$ cat config.mk
export PLATFORM = sky130hd
export DESIGN_NAME = pll_reset_sequencer
export DESIGN_NICKNAME = d
export VERILOG_FILES = /design/src/rtl/pll_seq_pkg.sv /design/src/rtl/sync_2ff.sv /design/src/rtl/pll_reset_sequencer.sv
export SDC_FILE = /design/constraint.sdc
export NUM_CORES = 1
export LEC_CHECK = 0
export BUFFER_PORTS_ARGS = -buffer_cell sky130_fd_sc_hd__buf_2
export CORE_MARGIN = 10
export CORE_UTILIZATION = 45
export CTS_BUF_LIST = sky130_fd_sc_hd__clkbuf_8
export DETAILED_ROUTE_END_ITERATION = 8
export HOLD_SLACK_MARGIN = 0.12
export MAX_ROUTING_LAYER = met4
export PLACE_DENSITY = 0.6
export SLEW_MARGIN = 15
export SYNTH_ARGS = -nofsm -noshare
export SYNTH_HDL_FRONTEND = slang
export SYNTH_HIERARCHICAL = 1
export SYNTH_SLANG_ARGS = --single-unit
$ cat constraint.sdc
create_clock -name clk -period 3.75 [get_ports clk]
set_input_delay 0.75 -clock clk [delete_from_list [all_inputs] [get_ports clk]]
set_output_delay 0.75 -clock clk [all_outputs]
set_load 0.1 [all_outputs]
$ cat src/rtl/pll_seq_pkg.sv
// Shared types and sizing helpers for the PLL reset sequencer.
package pll_seq_pkg;

    typedef enum logic [2:0] {
        ST_PLL_RST   = 3'd0,
        ST_WAIT_LOCK = 3'd1,
        ST_STABLE    = 3'd2,
        ST_RUN       = 3'd3,
        ST_FAIL      = 3'd4
    } state_e;

    // One extra bit of headroom so the counter can saturate above every terminal count.
    function automatic int cnt_width(input int a, input int b, input int c);
        int m;
        m = (a > b) ? a : b;
        m = (m > c) ? m : c;
        return $clog2(m) + 1;
    endfunction

endpackage

$ cat src/rtl/sync_2ff.sv
// Two-flop synchronizer for a single asynchronous status bit; resets to 0.
module sync_2ff (
    input  logic clk,
    input  logic rst_i,
    input  logic d_i,
    output logic q_o
);

    logic meta_q;
    logic sync_q;

    // NOTE: sequential state always uses non-blocking (<=) so both flops sample on the same edge.
    always_ff @(posedge clk or posedge rst_i) begin
        if (rst_i) begin
            meta_q <= 1'b0;
            sync_q <= 1'b0;
        end else begin
            meta_q <= d_i;
            sync_q <= meta_q;
        end
    end

    assign q_o = sync_q;

endmodule

$ cat src/rtl/pll_reset_sequencer.sv
// PLL reset / lock-supervision sequencer. Optional lock timeout and retry
// limit are compiled in with `define PLL_SEQ_TIMEOUT_EN.
module pll_reset_sequencer
    import pll_seq_pkg::*;
#(
    parameter int PLL_RST_CYCLES = 16,
    parameter int LOCK_TIMEOUT   = 4096,
    parameter int STABLE_CYCLES  = 1024,
    parameter int MAX_RETRIES    = 3
) (
    input  logic       clk,
    input  logic       reset,
    input  logic       i_locked,
    output logic       o_pll_reset,
    output logic       o_sys_reset,
    output logic       o_ready,
    output logic       o_error,
    output logic [3:0] o_retry_count
);

    localparam int CNT_W = cnt_width(PLL_RST_CYCLES, LOCK_TIMEOUT, STABLE_CYCLES);
    localparam logic [CNT_W-1:0] PLL_RST_LAST = CNT_W'(PLL_RST_CYCLES - 1);
    localparam logic [CNT_W-1:0] STABLE_LAST  = CNT_W'(STABLE_CYCLES - 1);

    if (PLL_RST_CYCLES < 2 || LOCK_TIMEOUT < 4 || STABLE_CYCLES < 1 ||
        MAX_RETRIES < 1 || MAX_RETRIES > 15) begin : g_param_check
        $error("pll_reset_sequencer: parameter out of range");
    end

    state_e           state_q, state_d;
    logic [CNT_W-1:0] cnt_q, cnt_d;
    logic             lock_s;
    logic             pll_reset_q, pll_reset_d;
    logic             sys_reset_q, sys_reset_d;
    logic             ready_q, ready_d;

`ifdef PLL_SEQ_TIMEOUT_EN
    localparam logic [CNT_W-1:0] TIMEOUT_LAST = CNT_W'(LOCK_TIMEOUT - 1);
    localparam logic [3:0]       RETRY_LIMIT  = 4'(MAX_RETRIES);

    logic [3:0] retry_q, retry_d;
    logic       error_q, error_d;
`endif

    sync_2ff u_lock_sync (
        .clk   (clk),
        .rst_i (reset),
        .d_i   (i_locked),
        .q_o   (lock_s)
    );

    // NOTE: every variable gets a default first so no path through the case infers a latch.
    always_comb begin
        state_d = state_q;
`ifdef PLL_SEQ_TIMEOUT_EN
        retry_d = retry_q;
`endif
        unique case (state_q)
            ST_PLL_RST: begin
                if (cnt_q == PLL_RST_LAST) state_d = ST_WAIT_LOCK;
            end
            ST_WAIT_LOCK: begin
                // Lock is tested first so it beats a coincident timeout.
                if (lock_s) begin
                    state_d = ST_STABLE;
`ifdef PLL_SEQ_TIMEOUT_EN
                end else if (cnt_q == TIMEOUT_LAST) begin
                    if (retry_q >= RETRY_LIMIT) begin
                        state_d = ST_FAIL;
                    end else begin
                        state_d = ST_PLL_RST;
                        retry_d = retry_q + 4'd1;
                    end
`endif
                end
            end
            ST_STABLE: begin
                if (!lock_s)                    state_d = ST_PLL_RST;
                else if (cnt_q == STABLE_LAST)  state_d = ST_RUN;
            end
            ST_RUN: begin
                if (!lock_s) state_d = ST_PLL_RST;
            end
            ST_FAIL: begin
                state_d = ST_FAIL;
            end
            default: begin
                state_d = ST_PLL_RST;
            end
        endcase

        if (state_d != state_q) cnt_d = '0;
        else if (cnt_q != '1)   cnt_d = cnt_q + 1'b1;
        else                    cnt_d = cnt_q;

`ifdef PLL_SEQ_TIMEOUT_EN
        if (state_d == ST_RUN) retry_d = 4'd0;
        error_d = (state_d == ST_FAIL);
`endif
        // Outputs are decoded from the next state so they register on the transition edge.
        pll_reset_d = (state_d == ST_PLL_RST) || (state_d == ST_FAIL);
        sys_reset_d = (state_d != ST_RUN);
        ready_d     = (state_d == ST_RUN);
    end

    always_ff @(posedge clk or posedge reset) begin
        if (reset) begin
            state_q     <= ST_PLL_RST;
            cnt_q       <= '0;
            pll_reset_q <= 1'b1;
            sys_reset_q <= 1'b1;
            ready_q     <= 1'b0;
        end else begin
            state_q     <= state_d;
            cnt_q       <= cnt_d;
            pll_reset_q <= pll_reset_d;
            sys_reset_q <= sys_reset_d;
            ready_q     <= ready_d;
        end
    end

`ifdef PLL_SEQ_TIMEOUT_EN
    always_ff @(posedge clk or posedge reset) begin
        if (reset) begin
            retry_q <= 4'd0;
            error_q <= 1'b0;
        end else begin
            retry_q <= retry_d;
            error_q <= error_d;
        end
    end

    assign o_error       = error_q;
    assign o_retry_count = retry_q;
`else
    assign o_error       = 1'b0;
    assign o_retry_count = 4'd0;
`endif

    assign o_pll_reset = pll_reset_q;
    assign o_sys_reset = sys_reset_q;
    assign o_ready     = ready_q;

endmodule

==> summary.txt <==
CTS
  – # hold bufs at CTS: 0
  – CTS Buffer Depth: 2
  – Postcts setup bufs: 0
  – Post_cts resized: 0
  – H-tree levels: 1
  – Clock latency on the worst-skew pair: 0.26 ns
  – CTS tree: done
  – Clock Sinks: 21
  – CTS Buf Count: 3
  – Clock Pin Slew Worst Setup and Hold Paths: 0.08 ns
  – Clk Tree Root Cell: clkbuf_8

Yosys
  – Count leader, synth: dfrtp_1
  – Synth Register Bits: 21
  – Yosys top cell area share: 42.0%
  – Ys flop type: dfrtp_1
  – Synth async-reset ratio: 100%
  – Post-synth EDFFs: 0
  – Sequential fraction of the synthesis area: 46.7%
  – Most instantiated cells after synthesis: dfrtp_1 (19), nor2_1 (8), nor3_1 (7)
  – Post-synth cell types: 39
  – Yosys warns: 6
  – Mean Syn Cell Area: 10.6 µm²
  – Area leader, netlist: dfrtp_1
  – Synthesized area: 0.00113 mm²
  – Mapped Cells: 107
  – Top cells by area, synth: dfrtp_1 (42%), dfstp_2 (4.6%), a211oi_1 (3.3%)

Timing
  – Max-slew violation count: 0
  – Worst rel slew slack: 26.3%
  – Min Tclk post-route: 2.10 ns
  – RSZ-0062 raised after global routing: no
  – Setup TNS: 0 ns
  – Final clock skew: 0.00157 ns
  – Final Cycle Share: 55.9%
  – Max frequency: 0.477 GHz
  – Final setup viols: 0
  – Final worst setup slack: 1.65 ns
  – Final Hold Viols: 0
  – Worst-Margin Slew: 1.11 ns

Floorplanning
  – I/O pin cnt: 11
  – Die area: 0.00492 mm²
  – Core ar.: 0.00243 mm²
  – Rows: 18
  – Starting Density: 46.5%
  – Die X: 70.1 µm
  – Die height: 70.1 µm

Placed design
  – Dpl ws: 1.66 ns
  – Placer congestion estimate: 0.826
  – Detailed placer's ending HPWL: 1560 µm
  – PortBufs: 5
  – # placed instances: 138

Detailed routing
  – Post-DR wirelength/cell: 15.1 µm
  – Pre-antenna DRT Iters: 4
  – DR DRC count: 0
  – First-iteration detailed-routing DRC count: 22
  – Detailed-route via count: 806
  – Via density: 5.68
  – Final Routed Wirelength: 2140 µm
  – Post-route ant nets: 0

Finish
  – Area growth syn-to-layout: 5.31%
  – Inserted Diodes: 0
  – Nets@finish: 117
  – Layout cell share with drive strength beyond 1: 20.5%
  – Non-Filler Instances: 142
  – # fillers: 228
  – Seq. cell area: 528 µm²
  – Area of the multi-input gates: 543 µm²

Outcome
  – Status: finished clean

Worst setup path
  – CP required: 3.85 ns
  – Worst Reg-to-Reg Cells: 5
  – CP max stage cell: a211oi_4
  – Worst flop-to-flop path startpoint: cnt_q[0]$_DFFE_PP0P_
  – R2R Path End: cnt_q[0]$_DFFE_PP0P_
  – Type of the worst setup path: reg2reg
  – Arrival @ worst endpoint: 2.19 ns
  – CP cell instances: ha_1, nand3_4, or4_4, a211oi_4, nor3_1
  – Critical path endpoint category: flip-flop
  – Crit-path max FO: 13
  – CP Launch Type: flip-flop
  – R2r setup slk: 1.65 ns
  – Worst stage delay on the critical path: 0.57 ns

GRT
  – Vias in the first global route: 788
  – Initial antenna violation count: 0
  – GRT Residual Overflow: 0
  – Overall routing resource usage: 9.53%
  – Global-route wire length before repair: 3790 µm
  – Largest net degree at the start of global routing: 20

Power
  – Leak Pwr: 0.513 nW
  – Power per cell area: 567 mW/mm²
  – VDD IR-drop max: 0.000355 V

Hold path
  – Worst hold-check path type: in2async

Run
  – Max-Cap Viols: 0
## layer usage
layer | vias to the layer above | routed length, µm | GRT usage [%] | part of all wire [%]
met5 | - | 0 | - | 0
met3 | 4 | 71 | 2.40 | 3.3
met4 | 0 | 57 | 6.36 | 2.7
met1 | 390 | 991 | 11.1 | 46
met2 | 13 | 1020 | 14.1 | 48
li1 | 399 | - | - | -
## final cells by class
class	count	area share [%]
Clock buffer	3	3.47
Clock inverter	1	0.420
Inverter	3	0.945
Multi-Input combinational cell	79	45.6
Sequential cell	21	44.3
Tap cell	30	3.15
Timing Repair Buffer	5	2.10
## cell usage in the layout, fill, tap and decap left out, types with 2 or more instances in the layout
cell      count
nor3_1        7
nand2_1       4
conb_1        5
clkbuf_8      3
and3_1        2
o31ai_1       3
nor2_1        8
a21oi_1       4
buf_2         5
a211oi_1      5
dfrtp_1      19
inv_1         3
nor3b_1       2
or4_1         2
nor4_1        5
o21ai_0       4
or3_2         2
xor2_1        2
a31oi_1       2
nand3_1       5
dfstp_2       2
## stage by stage
stage / cell area [µm²] / power (mW) / hold slack [ns] / utilization, %
floorplan: 1150 / 0.497 / 0.331 / -
global placement: 1140 / 0.523 / 0.341 / 47.1
detailed placement: 1140 / 0.533 / 0.353 / 47.1
CTS: 1190 / 0.685 / 0.321 / 49.0
global route: 1190 / 0.723 / 0.330 / 49.0
finish: 1190 / 0.676 / 0.330 / 49.0
## state kept, by name (all words and copies together), names as in the netlist
name and cells:
o_ready 1, cnt_q 13, u_lock_sync/q_o 1, u_lock_sync/meta_q 1
o_pll_reset 1, state_q 3, o_sys_reset 1
## logic make-up (layout without fill, tap and decap cells)
group | count (synthesis) | after routing | share of synthesized area (%)
flip-flops | 21 | 21 | 46.7
other | 1 | 5 | 0.332
AND/OR/NAND/NOR | 49 | 49 | 29.1
XOR/XNOR | 2 | 2 | 1.55
multiplexers | 1 | 1 | 0.885
buffers and inverters | 11 | 12 | 6.64
adder cells (fa/ha/maj) | 1 | 1 | 1.11
AO/OA/AOI/OAI | 21 | 21 | 13.7
## report_power, final
| part | switching [mW] | leakage [nW] | internal [mW] |
|---|---|---|---|
| sequential | 0.0509 | 0.273 | 0.267 |
| clock | 0.0748 | 0.0255 | 0.0741 |
| combinational | 0.139 | 0.215 | 0.0702 |
| total | 0.265 | 0.513 | 0.411 |
## worst max-delay path by stage
stage | from | endpoint | slack, ns
6_report | cnt_q[0]$_DFFE_PP0P_ | cnt_q[0]$_DFFE_PP0P_ | 1.65
5_1_grt | cnt_q[0]$_DFFE_PP0P_ | cnt_q[5]$_DFFE_PP0P_ | 1.52
4_1_cts | cnt_q[0]$_DFFE_PP0P_ | cnt_q[5]$_DFFE_PP0P_ | 1.65
3_5_place_dp | cnt_q[0]$_DFFE_PP0P_ | cnt_q[5]$_DFFE_PP0P_ | 1.66
3_3_place_gp | cnt_q[0]$_DFFE_PP0P_ | cnt_q[8]$_DFFE_PP0P_ | 1.73
2_1_floorplan | cnt_q[0]$_DFFE_PP0P_ | cnt_q[2]$_DFFE_PP0P_ | 1.95
## worst max-delay path, delay by kind of cell (launching register included)
kind	cells	cell delay [ns]
simple gates	3	0.69
fa+ha+maj	1	0.27
compound gates	1	0.57
flops	1	0.40
(Power assumes the default switching activity.)
